**src/rtl/pwm_from_cnt_pkg.sv**
```systemverilog
// rtl/pwm_from_cnt_pkg.sv - shared constants and state encoding for the counter-driven PWM
package pwm_from_cnt_pkg;

    localparam int CNT_W_DEF = 4;
    localparam int DUTY_MAX  = 1 << CNT_W_DEF;

    typedef enum logic {
        IDLE = 1'b0,
        RUN  = 1'b1
    } pwm_state_e;

endpackage

```
**src/rtl/duty_shadow_reg.sv**
```systemverilog
// rtl/duty_shadow_reg.sv - pending/active duty double buffer with valid/ready intake and boundary commit
module duty_shadow_reg #(
    parameter int CNT_W  = 4,
    parameter int DUTY_W = CNT_W + 1
) (
    input  logic              clk,
    input  logic              rst,
    input  logic [DUTY_W-1:0] duty_in,
    input  logic              duty_valid,
    output logic              duty_ready,
    input  logic              boundary,
    output logic              commit,
    output logic [DUTY_W-1:0] active_duty
);

    localparam logic [DUTY_W-1:0] SAT = DUTY_W'(2 ** CNT_W);

    logic [DUTY_W-1:0] pending_q;
    logic              pend_q;
    logic [DUTY_W-1:0] duty_sat;
    logic              accept;

    assign duty_sat = (duty_in > SAT) ? SAT : duty_in;
    assign accept   = duty_valid && duty_ready;
    // Only a value already pending when the boundary arrives is committed;
    // one accepted on the boundary cycle waits for the next wrap.
    assign commit   = boundary && pend_q;

    always_ff @(posedge clk or posedge rst) begin
        if (rst) begin
            pending_q   <= '0;
            pend_q      <= 1'b0;
            duty_ready  <= 1'b1;
            active_duty <= '0;
        end else if (commit) begin
            active_duty <= pending_q;
            pend_q      <= 1'b0;
            duty_ready  <= 1'b1;
        end else if (accept) begin
            pending_q   <= duty_sat;
            pend_q      <= 1'b1;
            duty_ready  <= 1'b0;
        end
    end

endmodule

```
**src/rtl/pwm_from_cnt.sv**
```systemverilog
// rtl/pwm_from_cnt.sv - registered PWM from a wrap counter; PWM_INVERT_EN inverts output and idle level
module pwm_from_cnt
    import pwm_from_cnt_pkg::*;
#(
    parameter int CNT_W  = CNT_W_DEF,
    parameter int DUTY_W = CNT_W + 1
) (
    input  logic              clk,
    input  logic              rst,
    input  logic [CNT_W-1:0]  cnt_in,
    input  logic [DUTY_W-1:0] duty_in,
    input  logic              duty_valid,
    output logic              duty_ready,
    output logic              pwm_out,
    output logic              period_done,
    output logic [DUTY_W-1:0] active_duty
);

`ifdef PWM_INVERT_EN
    localparam logic INV = 1'b1;
`else
    localparam logic INV = 1'b0;
`endif
    localparam logic             IDLE_LVL = INV;
    localparam logic [CNT_W-1:0] CNT_MAX  = '1;

    pwm_state_e       state_q;
    pwm_state_e       state_d;
    logic [CNT_W-1:0] cnt_prev_q;
    logic             boundary;
    logic             commit;
    logic             pwm_d;

    // Edge-qualified so a counter stalled at max yields a single boundary.
    assign boundary = (cnt_in == CNT_MAX) && (cnt_prev_q != CNT_MAX);

    duty_shadow_reg #(
        .CNT_W  (CNT_W),
        .DUTY_W (DUTY_W)
    ) u_shadow (
        .clk         (clk),
        .rst         (rst),
        .duty_in     (duty_in),
        .duty_valid  (duty_valid),
        .duty_ready  (duty_ready),
        .boundary    (boundary),
        .commit      (commit),
        .active_duty (active_duty)
    );

    always_comb begin
        state_d = state_q;
        pwm_d   = IDLE_LVL;
        case (state_q)
            IDLE: begin
                if (commit) begin
                    state_d = RUN;
                end
            end
            RUN: begin
                pwm_d = (DUTY_W'(cnt_in) < active_duty) ^ INV;
            end
            default: begin
                state_d = IDLE;
            end
        endcase
    end

    always_ff @(posedge clk or posedge rst) begin
        if (rst) begin
            state_q     <= IDLE;
            cnt_prev_q  <= '0;
            period_done <= 1'b0;
            pwm_out     <= IDLE_LVL;
        end else begin
            state_q     <= state_d;
            cnt_prev_q  <= cnt_in;
            period_done <= boundary;
            pwm_out     <= pwm_d;
        end
    end

endmodule

```
**config.mk**
```make
export PLATFORM = sky130hd
export DESIGN_NAME = pwm_from_cnt
export DESIGN_NICKNAME = d
export VERILOG_FILES = /design/src/rtl/pwm_from_cnt_pkg.sv /design/src/rtl/duty_shadow_reg.sv /design/src/rtl/pwm_from_cnt.sv
export SDC_FILE = /design/constraint.sdc
export NUM_CORES = 1
export LEC_CHECK = 0
export CAP_MARGIN = 25
export CORE_MARGIN = 1.5
export CORE_UTILIZATION = 25
export DETAILED_ROUTE_END_ITERATION = 10
export PLACE_DENSITY = 0.51
export RECOVER_POWER = 25
export SYNTH_ARGS = -nofsm -noshare
export SYNTH_HDL_FRONTEND = slang
export SYNTH_SLANG_ARGS = --single-unit
export TNS_END_PERCENT = 20
```
**constraint.sdc**
```tcl
create_clock -name clk -period 2.6 [get_ports clk]
set_input_delay 0.52 -clock clk [delete_from_list [all_inputs] [get_ports clk]]
set_output_delay 0.52 -clock clk [all_outputs]
set_load 0.02 [all_outputs]
```
# Yosys cells after proc, flatten, opt, wreduce, memory -nomap -nowiden

Index checks and enable logic that the tools add are counted.

Bits in registers: 19
Bits in latches: 0
Memory bits (writable): 0
ROM bits: 0
Input port bits: 12
Output and inout bits: 8
Word-level logic and storage cells: 26
Memories kept: 0

Add/sub/neg operators: 0
Multipliers: 0
Div/mod/pow operators: 0
Order comparisons: 2
Equal/unequal tests: 2
Shift operators: 0
Multiplexer cells: 8
Bitwise gates (word level): 1
Reduce and logical (&&, ||, !) cells: 5

Operator list:

| kind                                                  | number |
|---|---|
| 1-bit two-way mux                                     | 7 |
| 5-bit greater-than comparator (second input constant) | 1 |
| 4-bit by 5-bit less-than comparator with 1-bit output | 1 |
| 5-bit two-way mux                                     | 1 |
| 4-bit == test (second input constant)                 | 1 |
| 4-bit != test (second input constant)                 | 1 |
| 1-bit logical AND                                     | 3 |
| 2-bit AND reduction                                   | 1 |
| 2-bit nonzero test                                    | 1 |
| 1-bit inverter                                        | 1 |

# Depth between registers and ports, before layout

Word-level depth: 5
Depth in mapped cells: 5
Mapped depth without buffers: 5

# Modules after synthesis

From an unflattened synthesis, not the netlist that was laid out.

Cell total of the unflattened synthesis: 59
Area, all modules: 825.8 um^2

Modules (own cells, without submodules):

| module          | instances | cells each | area an instance (um^2) |
|---|---|---|---|
| duty_shadow_reg | 1         | 34         | 534.3 |
| pwm_from_cnt    | 1         | 25         | 291.5 |

# Least setup slack after synthesis

OpenSTA, ideal clock, no wires.

Kind: input-to-reg
Start point: in cnt_in[2]
End point: reg u_shadow.pending_q[0]
Setup time: 0.125 ns
Arrival: 1.337 ns
Data required time: 2.475 ns
Path slack: 1.138 ns
Stages: 4
Cell sequence: nand4_2 -> a41oi_4 -> a21oi_4 -> mux2_4

Word-level cells in the longest chain between the ends: 5

Ends and longest elaborated chain:

| element                              | line                  | text |
|---|---|---|
| from (decl)                          | pwm_from_cnt.sv:10    | `input logic [CNT_W-1:0] cnt_in,` |
| 4-bit == test                        | pwm_from_cnt.sv:35    | `assign boundary = (cnt_in == CNT_MAX) && (cnt_prev_q != CNT_MAX);` |
| 1-bit logical AND                    | pwm_from_cnt.sv:35    |  |
| net boundary                         | pwm_from_cnt.sv:30    | `logic boundary;` |
| 1-bit logical AND                    | duty_shadow_reg.sv:27 | `assign commit = boundary && pend_q;` |
| 1-bit inverter (no source line)      | --                    |  |
| 2-bit AND reduction (no source line) | --                    |  |
| to (signal assigned)                 | duty_shadow_reg.sv:40 | `pending_q <= duty_sat;` |
| to (decl)                            | duty_shadow_reg.sv:18 | `logic [DUTY_W-1:0] pending_q;` |

The timed path passes the listed nets, and every way through them passes these cells.
A chain may end at the register's enable or synchronous reset.

# Final worst setup path

Start point: reg u_shadow.duty_ready
End point: out duty_ready

RTL lines:

| element                | line                  | text |
|---|---|---|
| from (decl)            | duty_shadow_reg.sv:10 | `output logic duty_ready,` |
| from (signal assigned) | duty_shadow_reg.sv:33 | `duty_ready <= 1'b1;` |
| from (signal assigned) | duty_shadow_reg.sv:38 | `duty_ready <= 1'b1;` |
| from (signal assigned) | duty_shadow_reg.sv:42 | `duty_ready <= 1'b0;` |
| to (decl)              | pwm_from_cnt.sv:13    | `output logic duty_ready,` |

No word-level cell between the ends.

==> qor.log <==
INFO  sta            setup_viol=0
INFO  clock_network  clk_latency=0.29ns
INFO  critical_path  reg2reg_setup_slack=1.27ns
INFO  critical_path  critical_path.startpoint_type=flop
INFO  clock_network  postCtsSetupBuffers=0
INFO  yosys          ys_warn_count=0
INFO  detailed_routing drtAntennaViolNets=0
INFO  critical_path  reg2regPathDepth=3
INFO  cells_and_area synthToLayoutAreaGrowth=32.6%
INFO  place          detailedPlacementHpwl=986um
INFO  clock_network  cts_hold_repair.buffers=0
INFO  clock_network  tritoncts_clock_tree=done
INFO  grt            grt_use_total=0.0763
INFO  detailed_routing drt-initial-drc-count=8
INFO  yosys          synth_cells=54
INFO  detailed_routing drt_drc_violations_left=0
INFO  sta            final-hold-violation-count=0
INFO  sta            tns=0ns
INFO  clock_network  cts_max_level=1
INFO  yosys          postSynthAreaPerCell=15.5um^2
INFO  clock_network  numClockSinks=19
INFO  detailed_routing detailroute.via_count=463
INFO  clock_network  cts_made_buffers=3
INFO  place          place_congestion=0.723
INFO  critical_path  crit_path_category=flop to output pin
INFO  critical_path  worst_ep_arrival_time=1.44ns
INFO  clock_network  cts.clk_slew.worst_paths=0.10ns
INFO  grt            number_of_antenna_violations_at_the_first_check_in_global_routing=0
INFO  status         status=finished clean
INFO  sta            worst-slew-pin-transition=0.678ns
INFO  detailed_routing drt-vias-per-instance=3.83
INFO  power_and_ir_drop cellLeakagePower=0.494nW
INFO  critical_path  cp_max_fo=3
INFO  sta            setup_repair_after_global_routing_missed_its_margin=no
INFO  critical_path  crit_path_start=u_shadow.duty_ready$_DFFE_PP1P_
INFO  critical_path  maximum_single_stage_delay_on_the_critical_path=0.60ns
INFO  detailed_routing routed_wl=1190um
INFO  critical_path  critPathBufInv=1
INFO  sta            timing.final.max_slew_violations=0
INFO  critical_path  r2r-start=u_shadow.duty_ready$_DFFE_PP1P_
INFO  cells_and_area antenna-diode-count=0
INFO  yosys          synth_seq_cells=19
INFO  worst_hold_path hold_path_class=flop to flop
INFO  worst_hold_path timing.hold.worst_path_depth=1
INFO  grt            pin_count_of_the_biggest_net_entering_global_routing=20
INFO  cells_and_area layout.filler_cells=329
INFO  detailed_routing drt-pass1-iter-count=3
INFO  critical_path  crit_path_end_kind=output pin
INFO  worst_hold_path sink_of_the_worst_hold_path=state_q$_DFF_PP0_
INFO  sta            period_needed=1.96ns
INFO  die            die_area=0.00370mm^2
INFO  sta            max_freq=510MHz
INFO  power_and_ir_drop fin_total_pwr=0.803mW
INFO  die            cell_rows=20
INFO  grt            via_count_of_the_first_global_routing_pass=441
INFO  die            initial_utilization=0.269
INFO  power_and_ir_drop ir_worst_vdd=0.215mV
INFO  detailed_routing detail_route.wl_per_cell=9.87um
INFO  yosys          post_synthesis_sequential_area_ratio=0.570
INFO  power_and_ir_drop pwr_density_cell=724mW/mm^2
INFO  critical_path  crit_slowest_cell=sky130_fd_sc_hd__clkdlybuf4s50_1
INFO  die            chipHeight=60.8um
INFO  cells_and_area final_nets=93
INFO  run            max-cap-violations=0
INFO  sta            finalClockSkew=0.00251ns
INFO  critical_path  worstPathRequired=2.08ns
INFO  critical_path  timing.critical_path.cells=clkdlybuf4s50_1
INFO  die            top_level_ports=20
INFO  yosys          synth_fp_nets=69
INFO  cells_and_area final_area=0.00111mm^2
INFO  place          dpl-instance-area=0.00108mm^2
INFO  critical_path  worstSetupPathDepth=1
INFO  sta            max-slew-margin-rel=0.547
INFO  grt            grt-ovfl-total=0
INFO  clock_network  cts-resized-gates=0
INFO  critical_path  worst_path_dominant_cell_family=buffers and inverters
INFO  yosys          netlist_area=836um^2
INFO  place          place.port_buffers=19
INFO  clock_network  ctsRootBufferMaster=sky130_fd_sc_hd__clkbuf_4
INFO  die            core_region_area=0.00310mm^2
INFO  grt            grt_pass1_wl=1950um
INFO  critical_path  crit-reg2reg-capture=u_shadow.pending_q[4]$_DFFE_PP0P_
INFO  cells_and_area layout-drive-gt1-share=0.247
INFO  die            floorplan.die.width=60.8um
INFO  sta            period_share=0.754
INFO  worst_hold_path min-delay-start=state_q$_DFF_PP0_
INFO  yosys          post_synth_num_cell_types=17
INFO  clock_network  clock_tree.buffer_depth=2
==> worst max path at each step <==
stage,end
after floorplan,u_shadow.pending_q[0]$_DFFE_PP0P_
final,duty_ready
after global routing,duty_ready
after detailed placement,u_shadow.pending_q[4]$_DFFE_PP0P_
after CTS,duty_ready
after global placement,u_shadow.pending_q[4]$_DFFE_PP0P_
==> cell families after synthesis <==
family | synth area share
fa+ha+maj | 0.0449
mux | 0.192
simple gates | 0.0778
flops | 0.570
compound gates | 0.0928
buf+inv | 0.0225
==> stage by stage <==
step / utilization / setup WS [ns] / hold WS [ns] / cells
after floorplan: - / 1.14 / 0.435 / 54
after global placement: 0.348 / 0.508 / 0.472 / 117
after detailed placement: 0.348 / 0.504 / 0.459 / 117
after CTS: 0.357 / 0.625 / 0.485 / 121
after global routing: 0.357 / 0.592 / 0.531 / 121
final: 0.357 / 0.640 / 0.484 / 121
==> synth_stat cells (all sizes together) <==
library cell | count | area [um^2]
nand2 | 2 | 15.0
o21a | 2 | 15.0
nor2b | 4 | 25.0
dfstp | 1 | 26.3
a211o | 1 | 8.76
ha | 3 | 37.5
inv | 5 | 18.8
a41oi | 1 | 27.5
o21ai | 1 | 5.00
mux2i | 1 | 10.0
a21oi | 2 | 21.3
nand2b | 2 | 12.5
mux2 | 10 | 150
nand4 | 1 | 12.5
dfrtp | 18 | 450
==> state kept, by name (all words and copies together), names as in the netlist <==
signal                count
u_shadow.pend_q           1
pwm_out                   1
state_q                   1
u_shadow.duty_ready       1
cnt_prev_q                4
u_shadow.pending_q        5
u_shadow.active_duty      5
period_done               1
==> power breakdown <==
part	switching [mW]	internal (mW)	total, mW
sequential	0.0503	0.365	0.415
clock	0.0871	0.0572	0.144
combinational	0.0899	0.153	0.243
total	0.227	0.576	0.803
==> area by class of cell <==
type / count / area, um^2 / area share
multi-input combinational: 30 / 340 / 0.307
clock buffer: 3 / 22.5 / 0.0203
sequential: 19 / 477 / 0.430
tap: 44 / 55.1 / 0.0497
timing repair buffer: 19 / 190 / 0.172
clock inverter: 1 / 5.00 / 0.00451
inverter: 5 / 18.8 / 0.0169
==> cell usage in the layout, fill, tap and decap left out <==
cell	instances
sky130_fd_sc_hd__o21ai_0	1
sky130_fd_sc_hd__clkbuf_4	3
sky130_fd_sc_hd__dlygate4sd3_1	5
sky130_fd_sc_hd__dfstp_2	1
sky130_fd_sc_hd__a41oi_4	1
sky130_fd_sc_hd__inv_1	5
sky130_fd_sc_hd__clkdlybuf4s50_1	14
sky130_fd_sc_hd__a21oi_1	1
sky130_fd_sc_hd__nand4_2	1
sky130_fd_sc_hd__a211o_1	1
sky130_fd_sc_hd__nand2_4	1
sky130_fd_sc_hd__a21oi_4	1
sky130_fd_sc_hd__mux2i_1	1
sky130_fd_sc_hd__ha_1	3
sky130_fd_sc_hd__clkinv_2	1
sky130_fd_sc_hd__o21a_1	2
sky130_fd_sc_hd__nand2_1	1
sky130_fd_sc_hd__dfrtp_1	18
sky130_fd_sc_hd__mux2_4	10
sky130_fd_sc_hd__nor2b_1	4
sky130_fd_sc_hd__nand2b_1	2
==> metal layers <==
metal,track usage,vias up,part of all wire
met5,0,-,0
met4,0.0466,0,0.016
met3,0.0341,2,0.081
met2,0.106,16,0.42
met1,0.0967,209,0.48
li1,-,236,-
Power figures use the tool's default switching activity.
